[config.mk]
export PLATFORM = sky130hd
export DESIGN_NAME = serializador_tx_flat
export DESIGN_NICKNAME = d
export VERILOG_FILES = /design/src/rtl/serializador_tx_pkg.sv /design/src/rtl/serializador_tx_if.sv /design/src/rtl/serializador_tx_tick_gen.sv /design/src/rtl/serializador_tx.sv /design/src/flat_wrapper.sv
export SDC_FILE = /design/constraint.sdc
export NUM_CORES = 1
export LEC_CHECK = 0
export BUFFER_PORTS_ARGS = -buffer_cell sky130_fd_sc_hd__buf_4
export CAP_MARGIN = 0
export CORE_ASPECT_RATIO = 1.1
export CORE_UTILIZATION = 40
export DETAILED_ROUTE_END_ITERATION = 12
export HOLD_SLACK_MARGIN = 0.08
export RECOVER_POWER = 25
export SYNTH_ARGS = -nofsm -noshare
export SYNTH_HDL_FRONTEND = slang
export SYNTH_SLANG_ARGS = --single-unit
[constraint.sdc]
create_clock -name clock1M -period 2.2 [get_ports clock1M]
set_clock_uncertainty 0.05 [all_clocks]
set_input_delay 0.33 -clock clock1M [delete_from_list [all_inputs] [get_ports clock1M]]
set_output_delay 0.33 -clock clock1M [all_outputs]
set_load 0.005 [all_outputs]
[src/rtl/serializador_tx_pkg.sv]
// Shared definitions for the serial byte link (transmitter and receiver).
// Provides the transmitter state encoding, the byte width and the even-parity
// helper that both ends of the link use.
package serial_pkg;

   typedef enum logic [1:0] {
      IDLE,
      SHIFT,
      NEXT
   } tx_state_t;

   localparam int BYTE_W = 8;

   // Even parity bit: XOR of all data bits, so data plus parity has an even
   // number of ones.
   function automatic logic even_parity(input logic [BYTE_W-1:0] b);
      return ^b;
   endfunction

endpackage

[src/rtl/serializador_tx_if.sv]
// Bus bundle for serializador_tx: the parallel write/ack handshake from the
// local source plus the serial strobe/busy link toward the receiver.
interface serializador_tx_if;
   import serial_pkg::*;

   logic [BYTE_W-1:0] data_in;
   logic              write_in;
   logic              ack_out;
   logic              busy_in;
   logic              data_out;
   logic              write_out;
   logic              status_out;

   // The transmitter side of the bundle.
   modport slave (
      input  data_in,
      input  write_in,
      input  busy_in,
      output ack_out,
      output data_out,
      output write_out,
      output status_out
   );

   // The side that feeds bytes in and watches the serial stream.
   modport master (
      output data_in,
      output write_in,
      output busy_in,
      input  ack_out,
      input  data_out,
      input  write_out,
      input  status_out
   );

endinterface

[src/rtl/serializador_tx_tick_gen.sv]
// Bit-slot tick generator: free-running counter 0..DIV-1 with a one-cycle tick
// on the last count. Never restarted by traffic, so bit slots stay on a fixed
// grid relative to reset.
module tick_gen #(
   parameter int DIV = 10
) (
   input  logic clock1M,
   input  logic reset,
   output logic tick
);

   localparam logic [9:0] LAST = 10'(DIV - 1);

   logic [9:0] count;

   // Wrapping slot counter, cleared only by reset.
   always_ff @(posedge clock1M or negedge reset) begin
      if (!reset) begin
         count <= '0;
      end else if (count == LAST) begin
         count <= '0;
      end else begin
         count <= count + 10'd1;
      end
   end

   assign tick = (count == LAST);

endmodule

[src/rtl/serializador_tx.sv]
// serializador_tx: takes a byte over a write/ack handshake into a one-byte
// holding register and shifts it out one bit per slot as data_out plus a
// one-cycle write_out strobe, pausing while busy_in is high on a tick.
// Optional macro SERIALIZADOR_PARITY_EN appends an even-parity bit as a 9th
// serial bit.
module serializador_tx
   import serial_pkg::*;
#(
   parameter int DIV       = 10,
   parameter bit MSB_FIRST = 1'b1
) (
   input  logic               clock1M,
   input  logic               reset,
   serializador_tx_if.slave   bus
);

`ifdef SERIALIZADOR_PARITY_EN
   localparam int NBITS = BYTE_W + 1;
`else
   localparam int NBITS = BYTE_W;
`endif

   localparam logic [3:0] LAST_BIT = 4'(NBITS - 1);

   logic              tick;
   tx_state_t         state;
   logic [BYTE_W-1:0] holding;
   logic              holding_full;
   logic [NBITS-1:0]  shreg;
   logic [3:0]        bit_count;
   logic              data_q;
   logic              write_q;
   logic              ack_q;

   tick_gen #(
      .DIV(DIV)
   ) u_tick (
      .clock1M(clock1M),
      .reset  (reset),
      .tick   (tick)
   );

   // Word placed in the shift register on load. With parity the parity bit
   // sits on the side that leaves last, so it follows the 8 data bits.
   function automatic logic [NBITS-1:0] load_word(input logic [BYTE_W-1:0] b);
`ifdef SERIALIZADOR_PARITY_EN
      if (MSB_FIRST) begin
         return {b, even_parity(b)};
      end else begin
         return {even_parity(b), b};
      end
`else
      return b;
`endif
   endfunction

   // Bit that goes out next, taken from the end facing the wire.
   function automatic logic out_bit(input logic [NBITS-1:0] s);
      return MSB_FIRST ? s[NBITS-1] : s[0];
   endfunction

   // Register after one bit has left.
   function automatic logic [NBITS-1:0] shifted(input logic [NBITS-1:0] s);
      return MSB_FIRST ? {s[NBITS-2:0], 1'b0} : {1'b0, s[NBITS-1:1]};
   endfunction

   // Handshake, holding register and shift FSM in one block. Accept needs the
   // holding register empty and unload needs it full, so they never collide.
   always_ff @(posedge clock1M or negedge reset) begin
      if (!reset) begin
         state        <= IDLE;
         holding      <= '0;
         holding_full <= 1'b0;
         shreg        <= '0;
         bit_count    <= '0;
         data_q       <= 1'b0;
         write_q      <= 1'b0;
         ack_q        <= 1'b0;
      end else begin
         ack_q   <= 1'b0;
         write_q <= 1'b0;

         if (bus.write_in && !holding_full) begin
            holding      <= bus.data_in;
            holding_full <= 1'b1;
            ack_q        <= 1'b1;
         end

         case (state)
            IDLE: begin
               if (holding_full) begin
                  shreg        <= load_word(holding);
                  holding_full <= 1'b0;
                  bit_count    <= '0;
                  state        <= SHIFT;
               end
            end
            SHIFT: begin
               if (tick && !bus.busy_in) begin
                  data_q    <= out_bit(shreg);
                  write_q   <= 1'b1;
                  shreg     <= shifted(shreg);
                  bit_count <= bit_count + 4'd1;
                  if (bit_count == LAST_BIT) begin
                     state <= NEXT;
                  end
               end
            end
            NEXT: begin
               if (holding_full) begin
                  shreg        <= load_word(holding);
                  holding_full <= 1'b0;
                  bit_count    <= '0;
                  state        <= SHIFT;
               end else begin
                  state <= IDLE;
               end
            end
            default: begin
               state <= IDLE;
            end
         endcase
      end
   end

   assign bus.ack_out    = ack_q;
   assign bus.data_out   = data_q;
   assign bus.write_out  = write_q;
   assign bus.status_out = holding_full;

endmodule

[src/flat_wrapper.sv]
// flat-port wrapper written by rule: the top's interface ports become plain ports
module serializador_tx_flat import serial_pkg::*;
#(
   parameter int DIV       = 10,
   parameter bit MSB_FIRST = 1'b1
)
  (clock1M, reset, bus_data_in, bus_write_in, bus_busy_in, bus_ack_out, bus_data_out, bus_write_out, bus_status_out);
  serializador_tx_if bus_i ();
  input  logic clock1M;
  input  logic reset;
  input wire logic [$bits(bus_i.data_in)-1:0] bus_data_in;
  input wire logic [$bits(bus_i.write_in)-1:0] bus_write_in;
  input wire logic [$bits(bus_i.busy_in)-1:0] bus_busy_in;
  output wire logic [$bits(bus_i.ack_out)-1:0] bus_ack_out;
  output wire logic [$bits(bus_i.data_out)-1:0] bus_data_out;
  output wire logic [$bits(bus_i.write_out)-1:0] bus_write_out;
  output wire logic [$bits(bus_i.status_out)-1:0] bus_status_out;
  assign bus_i.data_in = bus_data_in;
  assign bus_i.write_in = bus_write_in;
  assign bus_i.busy_in = bus_busy_in;
  assign bus_ack_out = bus_i.ack_out;
  assign bus_data_out = bus_i.data_out;
  assign bus_write_out = bus_i.write_out;
  assign bus_status_out = bus_i.status_out;
  serializador_tx #(.DIV(DIV), .MSB_FIRST(MSB_FIRST)) u_core (.clock1M(clock1M), .reset(reset), .bus(bus_i));
endmodule
==> After elaboration in Yosys (flattened, before gate mapping) <==
Cells that the tools add are included.
{ "op_classes": {"add_sub_neg": 2, "n_eq_ne": 8, "n_mux": 18, "reduce_logical": 10} }
{ "op_table": {"columns": ["operator", "n"], "rows": [
  ["$mux 8", 2],
  ["$pmux 8 s2", 1],
  ["$add 10x1->10 const B", 1],
  ["$eq 10x4->1 const B", 1],
  ["$mux 10", 1],
  ["$mux 4", 2],
  ["$ne 2x1->1 const B", 4],
  ["$pmux 4 s2", 1],
  ["$mux 1", 7],
  ["$mux 2", 3],
  ["$pmux 2 s3", 1],
  ["$reduce_and 3->1", 2],
  ["$add 4x1->4 const B", 1],
  ["$eq 4x3->1 const B", 1],
  ["$eq 2x1->1 const B", 1],
  ["$eq 2x2->1 const B", 1],
  ["$logic_and 1x1->1", 2],
  ["$logic_not 1->1", 2],
  ["$logic_not 2->1", 1],
  ["$reduce_and 2->1", 1],
  ["$reduce_bool 2->1", 1],
  ["$reduce_or 2->1", 1]
]} }
{ "word_totals": {"ff_bits": 36, "input_bits": 12, "output_inout_bits": 4, "elab_cells": 47} }

==> Logic depth before layout (Yosys ltp) <==
{ "depth": {"depth_word": 5, "mapped_depth": 7, "ltp_nobuf": 6} }

==> Cells and area by module <==
Synthesis repeated with hierarchy kept, for this count alone.
{ "hier_totals": {"cells_unflattened": 130, "area_unflattened_um2": 1579.0} }
{ "modules_own_cells": {"columns": ["mod", "n_inst", "cells_each", "area_per_inst_um2"], "rows": [
  ["serializador_tx", 1, 89, 1093.5],
  ["tick_gen", 1, 41, 485.5]
]} }

==> Worst setup path before layout <==
Ideal clock, no wire load.
{ "synth_path": {"path_type": "register to register", "startpoint": "reg u_core.u_tick.count[1]", "endpoint": "reg u_core.bit_count[2]", "setup_time_ns": 0.131, "arrival_time_ns": 1.511, "t_required_ns": 2.019, "slack_ns": 0.508, "stages_incl_launch_ff": 8, "period_less_slack_ns": 1.692, "cell_sequence": "dfrtp_1 > inv_1 > ha_1 > nor3b_1 > and3_1 > buf_4 > a31oi_1 > or3_1"} }
{ "synth_between": {"elab_chain_cells": 4} }
{ "synth_rtl": {"columns": ["element", "line_no", "rtl"], "rows": [
  ["start, declared", "serializador_tx_tick_gen.sv:14", "logic [9:0] count;"],
  ["start signal, assigned", "serializador_tx_tick_gen.sv:23", "count <= count + 10'd1;"],
  ["$eq 10x4->1", "serializador_tx_tick_gen.sv:27", "assign tick = (count == LAST);"],
  ["$logic_and 1x1->1", "serializador_tx.sv:99", "if (tick && !bus.busy_in) begin"],
  ["$ne 2x1->1 (no line)", null, null],
  ["$reduce_and 3->1 (no line)", null, null],
  ["end signal, assigned", "serializador_tx.sv:103", "bit_count <= bit_count + 4'd1;"],
  ["end, declared", "serializador_tx.sv:30", "logic [3:0] bit_count;"]
]} }
No other way between the ends.
A chain may end at the register's enable or synchronous reset.

==> Worst setup path in the final report <==
Ends and elaborated chain as after synthesis.

==> insert_results.sql <==
INSERT INTO impl_metrics (metric_group, metric, value, unit) VALUES
('timing', 'finalCritPeriodShare', '85.7', '%'),
('power_and_ir_drop', 'fin_total_pwr', '2.01', 'mW'),
('status', 'run_status', 'complete, no violations', ''),
('timing', 'fmax', '530', 'MHz'),
('final_layout', 'proportion_of_layout_cells_with_a_drive_suffix_above_1', '35.5', '%'),
('route', 'routed_wire_length_per_instance', '13.2', 'microns'),
('cts', 'post_cts_resize_count', '0', ''),
('timing', 'worstMarginPinSlew', '912', 'ps'),
('place', 'gpl.final_weighted_congestion', '0.785', ''),
('timing', 'final.min_clock_period', '1890', 'ps'),
('synth', 'seq_area_frac_synth', '55.7', '%'),
('setup_path', 'worstPathMaxFanout', '6', ''),
('setup_path', 'crit_type', 'flip-flop to flip-flop', ''),
('setup_path', 'worst_setup_path_start_kind', 'flip-flop', ''),
('synth', 'syn_nets', '145', ''),
('place', 'port_buffers', '15', ''),
('route', 'vias', '994', ''),
('setup_path', 'critical_path.endpoint_type', 'flip-flop', ''),
('synth', 'synth_most_common_cell', 'sky130_fd_sc_hd__dfrtp_1', ''),
('route', 'route.detailed.drc', '0', ''),
('cts', 'cts_setup_buffers', '0', ''),
('setup_path', 'critPathSlowestCell', 'sky130_fd_sc_hd__dfrtp_1', ''),
('route', 'drt.antenna.violating_nets', '0', ''),
('setup_path', 'cp_data_required_time', '2310', 'ps'),
('power_and_ir_drop', 'cellLeakagePower', '0.913', 'nW'),
('cts', 'cts_inserted_buffers', '5', ''),
('place', 'post-dp-hpwl', '1840', 'microns'),
('global_route', 'track_usage', '14.7', '%'),
('final_layout', 'layout-area-overhead-vs-synth', '18.5', '%'),
('synth', 'most_used_dff_post_synth', 'sky130_fd_sc_hd__dfrtp_1', ''),
('cts', 'worst_setup_hold_path_clk_slew', '70', 'ps'),
('global_route', 'grt_max_degree', '37', ''),
('setup_path', 'critical-path-top-delay-family', 'simple AND/OR/NAND/NOR gates', ''),
('synth', 'synthesis.instances', '130', ''),
('global_route', 'grt.overflow.total', '0', ''),
('cts', 'tritoncts', 'built', ''),
('synth', 'synth_edf_count', '0', ''),
('timing', 'setup_viol', '0', ''),
('cts', 'cts_max_level', '2', ''),
('synth', 'synth_cell_count_leaders', 'sky130_fd_sc_hd__dfrtp_1 (36), sky130_fd_sc_hd__mux2_2 (22), sky130_fd_sc_hd__inv_1 (8)', ''),
('die', 'core.rowCount', '23', ''),
('synth', 'synth.largest_area_cell', 'sky130_fd_sc_hd__dfrtp_1', ''),
('global_route', 'first_global_vias', '1080', ''),
('setup_path', 'worst_ep_arrival_time', '1990', 'ps'),
('synth', 'total_standard_cell_area_after_synthesis', '1620', 'sq um'),
('setup_path', 'timing.critical_path.buf_inv', '1', ''),
('final_layout', 'total_inserted_antenna_cells', '0', ''),
('place', 'dpl_worst_slack', '302', 'ps'),
('worst_hold_path', 'hold_path.class', 'primary input to flip-flop', ''),
('cts', 'cts.sink_count', '36', ''),
('route', 'drt_pre_antenna_iters', '4', ''),
('die', 'start_util', '43.2', '%'),
('global_route', 'wire_length_of_the_first_global_routing_pass', '4700', 'microns'),
('global_route', 'antenna_violations_before_repair', '0', ''),
('route', 'first_iter_violations', '38', ''),
('timing', 'grt_setup_unrepaired', 'false', ''),
('die', 'core_area', '3740', 'sq um'),
('synth', 'synth_cell_type_count', '32', ''),
('synth', 'post_synth.cell_area_avg', '12.4', 'sq um'),
('synth', 'post_synth_top_area_share', '55.7', '%'),
('die', 'fp.dieArea', '4300', 'sq um'),
('timing', 'fin_ws', '315', 'ps'),
('final_layout', 'layout.nets', '166', ''),
('final_layout', 'finish.utilization', '51.2', '%'),
('timing', 'total_neg_setup_slack', '0', 'ps'),
('cts', 'ctsLongestPathBuffers', '2', ''),
('cts', 'clock_tree.root_cell', 'sky130_fd_sc_hd__clkbuf_8', ''),
('synth', 'postSynth.asyncResetShare', '100', '%'),
('route', 'postRouteWirelength', '2680', 'microns'),
('synth', 'yosysWarningCount', '0', ''),
('setup_path', 'chain_of_cells_forming_the_critical_path', 'inv_1, ha_1, nor3b_1, and3_1, a31oi_1, or3_1', '');
kinds of logic after synthesis:
| kind of cell | Yosys count | synth area share [%] |
|---|---|---|
| AO/OA/AOI/OAI | 10 | 4.41 |
| XOR/XNOR | 8 | 4.33 |
| adder cells (fa/ha/maj) | 3 | 2.32 |
| buffers and inverters | 13 | 3.87 |
| flip-flops | 36 | 55.7 |
| multiplexers | 22 | 15.3 |
| AND/OR/NAND/NOR | 38 | 14.0 |
routing by layer:
metal	track usage (%)	vias to the layer above	wire [microns]	part of all wire (%)
li1	-	490	-	-
met1	16.1	487	1230	46
met2	25.8	15	1300	49
met3	5.26	2	111	4.1
met4	7.27	0	31	1.2
met5	0	-	0	0
worst reg2reg max path, cell delays in order (launching register included):
cell,delay (ps)
sky130_fd_sc_hd__dfrtp_1,410
sky130_fd_sc_hd__inv_1,70
sky130_fd_sc_hd__ha_1,120
sky130_fd_sc_hd__nor3b_1,320
sky130_fd_sc_hd__and3_1,320
sky130_fd_sc_hd__a31oi_1,110
sky130_fd_sc_hd__or3_1,370
layout by cell type (no fill, tap or decap), types with 3 or more instances in the layout:
master	Yosys	final
sky130_fd_sc_hd__dfrtp_1	36	36
sky130_fd_sc_hd__mux2_2	22	22
sky130_fd_sc_hd__buf_4	1	17
sky130_fd_sc_hd__inv_1	8	8
sky130_fd_sc_hd__nand3_1	7	7
sky130_fd_sc_hd__nor2_1	7	7
sky130_fd_sc_hd__clkbuf_8	0	7
sky130_fd_sc_hd__nand2_1	6	6
sky130_fd_sc_hd__xor2_1	5	5
sky130_fd_sc_hd__xnor2_1	3	3
sky130_fd_sc_hd__nor3b_1	3	3
sky130_fd_sc_hd__o21ai_0	3	3
sky130_fd_sc_hd__ha_1	3	3
worst paths after layout:
path                                         from                endpoint
max in group asynchronous                   reset         u_core.shreg[5]
min in group asynchronous                   reset     u_core.bit_count[0]
setup / recovery           u_core.u_tick.count[1]     u_core.bit_count[2]
hold reg to reg            u_core.u_tick.count[9]  u_core.u_tick.count[9]
setup reg to reg           u_core.u_tick.count[1]     u_core.bit_count[2]
hold / removal                     bus_data_in[0]       u_core.holding[0]
registers in the layout (all words and copies together) (netlist names):
register               count
u_core.state               2
u_core.u_tick.count       10
u_core.shreg               8
u_core.bus.data_out        1
u_core.bus.write_out       1
u_core.holding             8
u_core.bus.status_out      1
u_core.bit_count           4
u_core.bus.ack_out         1
cell type report:
cell class	instances	area, sq um
flip-flops and latches	36	901
repair buffers	19	143
clock inverters	1	30.0
inverters	8	30.0
fillers	365	1830
clock buffers	7	96.3
multi-input cells	81	653
well taps	50	62.6
stage by stage:
| stage | hold WS, ps | area [sq um] | std cells |
|---|---|---|---|
| CTS | 199 | 1920 | 202 |
| finish | 205 | 1920 | 202 |
| global route | 213 | 1920 | 202 |
| floorplan | -15.6 | 1620 | 130 |
| detailed placement | 268 | 1780 | 193 |
| global placement | 263 | 1780 | 193 |
timing repair:
| item | CTS | global route |
|---|---|---|
| hold buffers | 1 | 0 |
| setup endpoints to repair | 0 | 0 |
| endpoints found under the hold margin | 36 | 0 |
power by group:
group	total [mW]	switching [mW]	internal, mW	leakage (nW)
logic	0.441	0.171	0.270	0.392
registers	0.935	0.0986	0.836	0.457
clock network	0.631	0.231	0.400	0.0645
Note: power is estimated with default switching activity, not from simulation.
